--- src/rtl/inst_fetch_pkg.sv ---
// Shared definitions for the instruction fetch stage: FSM encodings and reset defaults.
package inst_fetch_pkg;

  localparam int unsigned INST_W       = 32;
  localparam int unsigned XLEN_DEF     = 32;
  localparam logic [31:0] RESET_PC_DEF = 32'h8000_0000;

  typedef enum logic [1:0] {
    S_REQ  = 2'd0,
    S_WAIT = 2'd1,
    S_DROP = 2'd2
  } fetch_state_t;

endpackage

--- src/rtl/fetch_fifo.sv ---
// Small synchronous FIFO holding {pc, instruction} pairs between fetch and decode.
module fetch_fifo #(
  parameter int unsigned DEPTH = 2,
  parameter int unsigned WIDTH = 64
) (
  input  logic                         clk,
  input  logic                         rst,
  input  logic                         flush,
  input  logic                         push,
  input  logic                         pop,
  input  logic [WIDTH-1:0]             wdata,
  output logic [WIDTH-1:0]             head,
  output logic [$clog2(DEPTH):0]       count
);

  localparam int unsigned PTR_W = $clog2(DEPTH);
  localparam int unsigned CNT_W = $clog2(DEPTH) + 1;

  logic [WIDTH-1:0] mem [DEPTH];
  logic [PTR_W-1:0] rd_ptr;
  logic [PTR_W-1:0] wr_ptr;

  // Storage is cleared on reset so the head reads zero until the first push.
  always_ff @(posedge clk) begin
    if (rst) begin
      rd_ptr <= '0;
      wr_ptr <= '0;
      count  <= '0;
      for (int i = 0; i < int'(DEPTH); i++) mem[i] <= '0;
    end else if (flush) begin
      rd_ptr <= '0;
      wr_ptr <= '0;
      count  <= '0;
    end else begin
      if (push) begin
        mem[wr_ptr] <= wdata;
        wr_ptr      <= wr_ptr + PTR_W'(1);
      end
      if (pop) rd_ptr <= rd_ptr + PTR_W'(1);
      case ({push, pop})
        2'b10:   count <= count + CNT_W'(1);
        2'b01:   count <= count - CNT_W'(1);
        default: count <= count;
      endcase
    end
  end

  assign head = mem[rd_ptr];

endmodule

--- src/rtl/inst_fetch.sv ---
// Instruction fetch stage: single-outstanding imem requests, redirect/flush, FIFO to decode.
module inst_fetch
  import inst_fetch_pkg::*;
#(
  parameter int unsigned     XLEN     = XLEN_DEF,
  parameter logic [XLEN-1:0] RESET_PC = XLEN'(RESET_PC_DEF),
  parameter int unsigned     DEPTH    = 2
) (
  input  logic              clk,
  input  logic              rst,
  output logic              imem_req_valid,
  input  logic              imem_req_ready,
  output logic [XLEN-1:0]   imem_req_addr,
  input  logic              imem_resp_valid,
  input  logic [INST_W-1:0] imem_resp_data,
  input  logic              redirect_valid,
  input  logic [XLEN-1:0]   redirect_pc,
  output logic              out_valid,
  input  logic              out_ready,
  output logic [INST_W-1:0] out_cmd,
  output logic [XLEN-1:0]   out_pc
);

  localparam int unsigned CNT_W = $clog2(DEPTH) + 1;
  localparam int unsigned ENT_W = XLEN + INST_W;

  fetch_state_t      state, state_next;
  logic [XLEN-1:0]   fetch_pc, fetch_pc_next;
  logic [XLEN-1:0]   req_pc, req_pc_next;
  logic [CNT_W-1:0]  count;
  logic [ENT_W-1:0]  head;
  logic              fire_c;
  logic              push_c;
  logic              pop_c;

  always_ff @(posedge clk) begin
    if (rst) begin
      state    <= S_REQ;
      fetch_pc <= RESET_PC;
      req_pc   <= '0;
    end else begin
      state    <= state_next;
      fetch_pc <= fetch_pc_next;
      req_pc   <= req_pc_next;
    end
  end

  // Redirect overrides the fetch PC in every state; a response racing it is discarded.
  always_comb begin
    state_next     = state;
    fetch_pc_next  = fetch_pc;
    req_pc_next    = req_pc;
    imem_req_valid = 1'b0;
    fire_c         = 1'b0;
    push_c         = 1'b0;
    case (state)
      S_REQ: begin
        imem_req_valid = !rst && (count < CNT_W'(DEPTH));
        fire_c         = imem_req_valid && imem_req_ready;
        if (fire_c) begin
          req_pc_next   = fetch_pc;
          fetch_pc_next = fetch_pc + XLEN'(4);
          state_next    = redirect_valid ? S_DROP : S_WAIT;
        end
      end
      S_WAIT: begin
        if (imem_resp_valid) begin
          push_c     = !redirect_valid;
          state_next = S_REQ;
        end else if (redirect_valid) begin
          state_next = S_DROP;
        end
      end
      S_DROP: begin
        if (imem_resp_valid) state_next = S_REQ;
      end
      default: state_next = S_REQ;
    endcase
    if (redirect_valid) fetch_pc_next = redirect_pc;
  end

  assign imem_req_addr = fetch_pc;
  assign out_valid     = (count != '0);
  assign pop_c         = out_valid && out_ready && !redirect_valid;

  fetch_fifo #(
    .DEPTH (DEPTH),
    .WIDTH (ENT_W)
  ) u_fifo (
    .clk   (clk),
    .rst   (rst),
    .flush (redirect_valid),
    .push  (push_c),
    .pop   (pop_c),
    .wdata ({req_pc, imem_resp_data}),
    .head  (head),
    .count (count)
  );

  assign out_pc  = head[ENT_W-1:INST_W];
  assign out_cmd = head[INST_W-1:0];

endmodule

--- config.mk ---
export PLATFORM = sky130hd
export DESIGN_NAME = inst_fetch
export DESIGN_NICKNAME = d
export VERILOG_FILES = /design/src/rtl/inst_fetch_pkg.sv /design/src/rtl/fetch_fifo.sv /design/src/rtl/inst_fetch.sv
export SDC_FILE = /design/constraint.sdc
export NUM_CORES = 1
export LEC_CHECK = 0
export ABC_AREA = 1
export BUFFER_PORTS_ARGS = -buffer_cell sky130_fd_sc_hd__buf_2
export CAP_MARGIN = 5
export CORE_MARGIN = 1.5
export CORE_UTILIZATION = 55
export DETAILED_ROUTE_END_ITERATION = 16
export PLACE_DENSITY = 0.79
export SYNTH_ARGS = -nofsm -noshare
export SYNTH_HDL_FRONTEND = slang
export SYNTH_SLANG_ARGS = --single-unit
export TNS_END_PERCENT = 30
--- constraint.sdc ---
create_clock -name clk -period 7.08 [get_ports clk]
set_clock_uncertainty 0.1 [all_clocks]
set_input_delay 2.124 -clock clk [delete_from_list [all_inputs] [get_ports clk]]
set_output_delay 2.124 -clock clk [all_outputs]
set_load 0.02 [all_outputs]
* Word level (Yosys, flattened, before mapping)
Memories as Yosys holds them, arrays and structs flattened. A register that Yosys moved wholly into a read port is not among the register bits.
Cells that the tools add are included.
** Operators by class
- $add $sub $neg :: 5
- Order comparisons :: 1
- $mul :: 0
- Reductions and logical operators :: 16
- Bitwise gates (word level) :: 0
- Eq/ne operators :: 7
- Mux-type cells :: 24
- Shift operators :: 0
- Div/mod/pow operators :: 0
** Operators by type and width (number)
- 2-to-1 mux 32 bit :: 3
- 2-to-1 mux 64 bit :: 1
- OR reduction 64 bit :: 1
- adder 32 x 3 -> 32 bit, second input constant :: 1
- 2-to-1 mux 1 bit :: 13
- 2-to-1 mux 2 bit :: 5
- nonzero test 2 bit :: 4
- one-hot mux 2 bit (3 select lines) :: 1
- equality test 2 x 1 -> 1 bit, second input constant :: 2
- equality test 2 bit, second input constant :: 2
- logical AND 1 bit :: 4
- != test 2 bit, second input constant :: 2
- one-hot mux 2 bit (2 select lines) :: 1
- AND reduction 2 bit :: 2
- != test 3 bit, second input constant :: 1
- AND reduction 3 bit :: 1
- adder 1 bit, second input constant :: 2
- adder 2 x 1 -> 2 bit, second input constant :: 1
- logical NOT 1 bit :: 2
- logical NOT 2 bit :: 1
- less-than comparator 2 bit, second input constant :: 1
- OR reduction 2 bit :: 1
- subtractor 2 x 1 -> 2 bit, second input constant :: 1
** Word-level totals
- Register bits :: 70
- Bits in latches :: 0
- Memory bits (read-only) :: 0
- Bits in writable memories :: 128
- Output and inout bits :: 98
- Memories :: 1
** Memory list
- u_fifo.mem :: depth 2, width 64, read ports 1, clocked after memory_dff 1, write ports 2, line fetch_fifo.sv:19 : logic [WIDTH-1:0] mem [DEPTH];

* Logic depth before layout (Yosys ltp)
Gate-level depths: netlist of run 1.
- Depth in word-level cells :: 9
- Depth in mapped cells :: 10

* Hierarchy
Synthesis of run 1 repeated with hierarchy kept, for this count alone.
** Unflattened totals
- Cell total of the unflattened synthesis :: 947
- Area, all modules :: 9100.0 µm²
** By module, submodules not included
- fetch_fifo :: area an instance 5720.5 µm², instances 1, sequential area each 3943.8 µm², cells an instance 438
- inst_fetch :: area an instance 3379.5 µm², instances 1, sequential area each 1321.3 µm², cells an instance 509

* Worst setup path before layout of run 1
No wires, ideal clock.
- Path kind :: input to output
- Start :: input rst
- End :: output imem_req_valid
- Stages :: 2
- Data required time :: 4.856 ns
- Arrival time :: 2.545 ns
- Slack :: 2.311 ns
- Path buffers :: 0
- Cell sequence :: inv_1 and3_1
** On the way
- Word-level cells in the longest chain between the ends :: 3
** Ends and longest elaborated chain
- from (decl) :: line inst_fetch.sv:10 : input logic rst,
- logical NOT 1 bit :: line inst_fetch.sv:58 : imem_req_valid = !rst && (count < CNT_W'(DEPTH));
- logical AND 1 bit :: line inst_fetch.sv:58
- 2-to-1 mux 1 bit :: line inst_fetch.sv:56 : case (state)
- to (decl) :: line inst_fetch.sv:11 : output logic imem_req_valid,
Every way passes these cells.

* Worst setup path in the final report of run 1
Same ends and word-level chain as after synthesis.

==> results.json, run 1 <==
{
  "status": "completed",
  "crit_type": "input port to primary output",
  "fillers": 1338,
  "crit_arrival_ns": 3.14,
  "dieArea_um2": 17200,
  "synth_async_sr_flop_share_pct": 0,
  "fin_util_pct": 65.3,
  "start_util_pct": 56.6,
  "grt_usage_pct": 22.9,
  "start_kind": "input port",
  "vias": 6797,
  "cts_tree": "built",
  "cts_made_buffers": 17,
  "rows": 46,
  "layout.cells.non_filler": 1318,
  "worstPathMaxFanout": 30,
  "slew_headroom_pct": 40.2,
  "maxCapViolCount": 0,
  "ff2ff_path_depth": 8,
  "reg2reg_to": "imem_req_addr[18]",
  "ys_seq_area_share_pct": 58.2,
  "peakVddDrop_uv": 184,
  "area_growth_pct": 15.3,
  "fmax_mhz": 186,
  "postCtsSetupRepairBufs": 0,
  "grt_pass1_wl_mm": 31.4,
  "grt_max_degree": 71,
  "drv_slew": 0,
  "synth_nets": 1013,
  "cts_hold_buf": 0,
  "powerDensity_nw_per_um2": 226,
  "grt_setup_unrepaired": "no",
  "dp_hpwl_mm": 12.5,
  "nNetsFinal": 1161,
  "synth-edff-count": 128,
  "core_region_area_um2": 16000,
  "antennaDiodeCount": 0,
  "cp_slowest_cell": "buf_2",
  "via_per_inst": 5.16,
  "cellLeakagePower_nw": 4.38,
  "io_buffers": 167,
  "min_path_type": "register to register",
  "clockRootBuffer": "clkbuf_16",
  "die_x_um": 131,
  "critical_path.endpoint": "imem_req_valid",
  "worstPathRequired_ns": 4.86,
  "synth.cell_area_um2": 9050,
  "yosysWarnings": 0,
  "cp.depth": 4,
  "post_cts_resized": 0,
  "ys.flop_type": "edfxtp_1",
  "io_pins": 168,
  "path_buf_inv": 3,
  "wl_mm": 19.4,
  "clkSinkCount": 199,
  "fin_crit_sh_pct": 75.8,
  "tightestPinTransition_ns": 0.896,
  "drc": 0,
  "die_h_um": 131,
  "h-tree-depth": 4,
  "drt_iter0_markers": 485,
  "cts.path.max_buffers": 2,
  "clk_latency_ns": 0.43,
  "synth_cells": 941,
  "crit_chain": "buf_2 > inv_1 > and3_1 > buf_2",
  "hold_viol": 0,
  "cp-end-kind": "primary output",
  "grt_pass1_vias": 6469,
  "place.gp.congestion": 0.919,
  "slowest_delay_ns": 0.48,
  "firstDrtPassIters": 4,
  "synth_area_per_cell_um2": 9.62,
  "r2r_slack_ns": 4.81,
  "ys_ff_latch": 199,
  "synth_cell_type_count": 34,
  "setup-tns-final_ns": 0,
  "ant_nets": 0,
  "cp_top_family": "buffers and inverters",
  "clkTransAtPathRegs_ns": 0.06,
  "layout-drive-gt1-share_pct": 26.0,
  "wl_per_cell_um": 14.7,
  "overflow": 0,
  "r2r-start": "state[1]",
  "antenna_found_initial": 0,
  "dp_cells": 1286,
  "layout_min_cycle_time_ns": 5.37,
  "final-setup-viol-count": 0,
  "crit_top_cell": "buf_2",
  "worstSetupStartpoint": "rst"
}
==> flip-flops by register name (all words and copies together) (netlist names), named ones only <==
| signal | flops |
|---|---|
| u_fifo.mem | 128 |
| imem_req_addr | 32 |
| req_pc | 32 |
| state | 2 |
| u_fifo.count | 2 |
| u_fifo.rd_ptr | 1 |
| u_fifo.wr_ptr | 1 |
==> per-stage QoR <==
step	instance area [µm²]	power (mW)	hold WS (ns)	setup WS, ns
final	10400	2.36	0.379	1.71
after global routing	10400	2.44	0.391	1.65
after CTS	10400	2.37	0.378	1.72
after detailed placement	9940	1.54	0.368	1.73
after global placement	9940	1.54	0.356	1.74
after floorplan	9050	1.46	0.347	2.31
==> worst register-to-register path, cell delays in order (launching register included) <==
cell and delay (ns):
dfxtp_1 0.33, nor2_2 0.20, nand3_4 0.56, nand2_4 0.50, inv_2 0.17, nand2_1 0.09
nand2_1 0.05, inv_1 0.07, a21oi_2 0.05
==> worst min-delay path by stage <==
stage                             start          to  slack [ns]  depth (start not counted)
after floorplan           u_fifo.rd_ptr    register        0.35                          2
after global placement    u_fifo.rd_ptr    register        0.36                          2
after detailed placement     req_pc[25]  req_pc[25]        0.37                          2
after CTS                    req_pc[25]  req_pc[25]        0.38                          2
after global routing          req_pc[0]   req_pc[0]        0.39                          2
final                        req_pc[25]  req_pc[25]        0.38                          2
==> area by class of cell <==
class                      instances  area (µm²)  share of cell area (%)
clock inverter                     4        26.3                   0.252
clock buffer                      28         477                    4.57
tap                              216         270                    2.59
inverter                         127         477                    4.57
timing repair buffer             171         866                    8.29
multi-input combinational        573        3060                    29.3
sequential                       199        5270                    50.4
==> kinds of logic (layout without fill, tap and decap cells) <==
group,Yosys count,count (layout),share of synthesized area (%)
XOR/XNOR,7,7,0.677
AO/OA/AOI/OAI,135,135,7.73
flip-flops,199,199,58.2
adder cells (fa/ha/maj),2,2,0.276
multiplexers,64,64,7.96
AND/OR/NAND/NOR,365,365,16.9
buffers and inverters,169,330,8.32
==> per-layer routing <==
metal	share of wire, %	vias up	global-route usage [%]
li1	-	3377	-
met1	44	3132	30.3
met2	48	257	37.2
met3	6.3	31	4.59
met4	2.0	0	9.14
met5	0	-	0
==> cells in the mapped netlist, types with 2 or more instances <==
cell / n / area, µm²
a31oi_1: 7 / 43.8
nor3_1: 2 / 10.0
nor2_4: 3 / 33.8
inv_2: 3 / 11.3
o21ai_0: 64 / 320
dfxtp_1: 71 / 1420
or2_2: 2 / 12.5
edfxtp_1: 128 / 3840
nand2_2: 3 / 18.8
and2_1: 2 / 12.5
xor2_1: 4 / 35.0
xnor2_1: 3 / 26.3
clkbuf_1: 15 / 56.3
inv_1: 124 / 465
buf_2: 11 / 55.1
nor2_2: 9 / 56.3
a21oi_1: 59 / 295
nand4_1: 2 / 12.5
nand2_1: 130 / 488
ha_1: 2 / 25.0
a21oi_2: 2 / 17.5
mux2_2: 64 / 721
nand3_1: 36 / 180
nor2_1: 171 / 642
buf_4: 4 / 30.0
buf_6: 12 / 135
==> layout by cell type, fill, tap and decap left out, types with 2 or more instances in the layout <==
cell type and n:
nor2_2 9, buf_4 4, inv_1 124, nand2_4 3
clkbuf_16 17, a21oi_1 59, clkinv_2 2, clkbuf_1 10
and2_1 2, nand2_2 3, ha_1 2, inv_2 3
a21oi_2 2, xor2_1 4, buf_2 167, nor2_1 171
xnor2_1 3, nand2_1 128, nor2_4 3, mux2_2 64
o21ai_0 64, edfxtp_1 128, nand3_2 2, nand4_1 2
dfxtp_1 70, nand3_1 34, or2_2 2, a31oi_1 7
nor3_1 2
==> report_power, final <==
group	total, mW	switching (mW)	internal [mW]
logic	0.205	0.136	0.0682
registers	1.31	0.0306	1.28
clock network	0.839	0.381	0.459
total	2.36	0.548	1.81
No activity file was read; power rests on OpenSTA's default activity.
==> run 2: changes to the inputs <==
Settings changed: CORE_UTILIZATION 55 to 50, PLACE_DENSITY 0.79 to 0.76.
Clock period 7.08 ns to 4.7 ns, I/O delays scaled along.
==> results.json, run 2 (synthesized netlist as in run 1, its figures left out) <==
{
  "fin_crit_sh_pct": 75.3,
  "cp-end-kind": "primary output",
  "h-tree-depth": 4,
  "path_buf_inv": 2,
  "grt_setup_unrepaired": "no",
  "cp_top_family": "buffers and inverters",
  "largest_register_ffs": 128,
  "layout.cells.non_filler": 1336,
  "fin_ws_ns": 1.16,
  "fillers": 1524,
  "cts_tree": "built",
  "slew_headroom_pct": 39.2,
  "nNetsFinal": 1166,
  "regArea_um2": 5270,
  "start_util_pct": 50.7,
  "antennaDiodeCount": 0,
  "worstPathRequired_ns": 3.19,
  "slowest_delay_ns": 0.58,
  "grt_pass1_vias": 6342,
  "drv_slew": 0,
  "dp_cells": 1304,
  "postCtsSetupRepairBufs": 0,
  "layout-drive-gt1-share_pct": 27.3,
  "powerDensity_nw_per_um2": 352,
  "largest_register": "u_fifo.mem",
  "overflow": 0,
  "start_kind": "register",
  "wl_mm": 19.8,
  "drt_iter0_markers": 352,
  "crit_type": "register to primary output",
  "grt_max_degree": 65,
  "maxCapViolCount": 0,
  "hold_viol": 0,
  "clk_latency_ns": 0.43,
  "rows": 49,
  "dpl_cell_area_um2": 10000,
  "fmax_mhz": 283,
  "cp_slowest_cell": "dfxtp_2",
  "io_buffers": 167,
  "place.gp.congestion": 0.906,
  "dieArea_um2": 18900,
  "clkSinkCount": 199,
  "dp_hpwl_mm": 12.8,
  "final_cell_area_um2": 10600,
  "clkTransAtPathRegs_ns": 0.07,
  "final-setup-viol-count": 0,
  "tightestPinTransition_ns": 0.911,
  "cts_hold_buf": 0,
  "area_growth_pct": 17.1,
  "via_per_inst": 5.09,
  "cellLeakagePower_nw": 4.46,
  "drc": 0,
  "die_h_um": 138,
  "cts.path.max_buffers": 2,
  "final_cell_mix": "171 x nor2_1, 167 x buf_2, 128 x nand2_1, 128 x edfxtp_1, 124 x inv_1",
  "vias": 6805,
  "grt_usage_pct": 21.4,
  "cts_made_buffers": 17,
  "peakVddDrop_uv": 274,
  "worstPathMaxFanout": 26,
  "holdWs_ns": 0.384,
  "antenna_found_initial": 0,
  "setup-tns-final_ns": 0,
  "min_path_type": "register to register",
  "firstDrtPassIters": 4,
  "crit_arrival_ns": 2.03,
  "wl_per_cell_um": 14.8,
  "ant_nets": 0,
  "crit_chain": "buf_4 > mux2_2 > buf_2",
  "status": "completed",
  "core_region_area_um2": 17800,
  "clockRootBuffer": "clkbuf_16",
  "layout.cells.most_common": "nor2_1",
  "grt_pass1_wl_mm": 31.0,
  "layout_min_cycle_time_ns": 3.54,
  "place_ws_ns": 1.21,
  "post_cts_resized": 0,
  "multi_input_area_um2": 3060,
  "io_pins": 168,
  "die_x_um": 138
}
## run 2: changes by cell type in the layout (fill, tap and decap cells not counted)
cell / previous run / this run
inv_4: 0 / 1
clkbuf_16: 17 / 18
clkbuf_8: 1 / 2
inv_6: 0 / 3
clkbuf_1: 10 / 0
buf_12: 0 / 1
bufinv_16: 0 / 1
clkinvlp_4: 1 / 2
clkinv_4: 1 / 3
buf_4: 4 / 8
## run 2: layer usage
layer,vias up,GRT usage [%],share of wire [%]
li1,3382,-,-
met1,3165,28.4,44
met3,32,3.53,5.9
met2,226,35.6,48
met4,0,7.54,2.0
met5,-,0,0
## run 2: area by class of cell
type                       instances  area share (%)
clock buffer                      20            4.51
tap                              229            2.70
inverter                         127            4.50
timing repair buffer             176            8.64
clock inverter                    12            1.07
multi-input combinational        573            28.9
sequential                       199            49.7
## run 2: power breakdown
group	internal [mW]	switching, mW	leakage [nW]
clock	0.797	0.651	0.289
sequential	1.93	0.0449	1.91
combinational	0.106	0.205	2.26
## run 2: path summary, 6_finish.rpt
kind	from	end	slack [ns]	cells after the start
max	register	out_pc[10]	1.16	3
min	req_pc[25]	req_pc[25]	0.38	2
max reg2reg	state[0]	u_fifo.mem[1][19]	2.64	6
min reg2reg	req_pc[25]	req_pc[25]	0.38	2
## run 2: worst register-to-register path: stages (launching register included)
cell and delay (ns):
dfxtp_1 0.36, inv_2 0.05, nor2_2 0.09, nand2_1 0.09
nor2_2 0.16, nand3_2 0.12, nand2_4 0.68
## run 2: through the flow
step | utilization [%] | total power, mW
5_1_grt | 59.4 | 3.85
4_1_cts | 59.4 | 3.76
2_1_floorplan | - | 2.20
6_report | 59.4 | 3.73
3_5_place_dp | 56.1 | 2.33
3_3_place_gp | 56.1 | 2.32
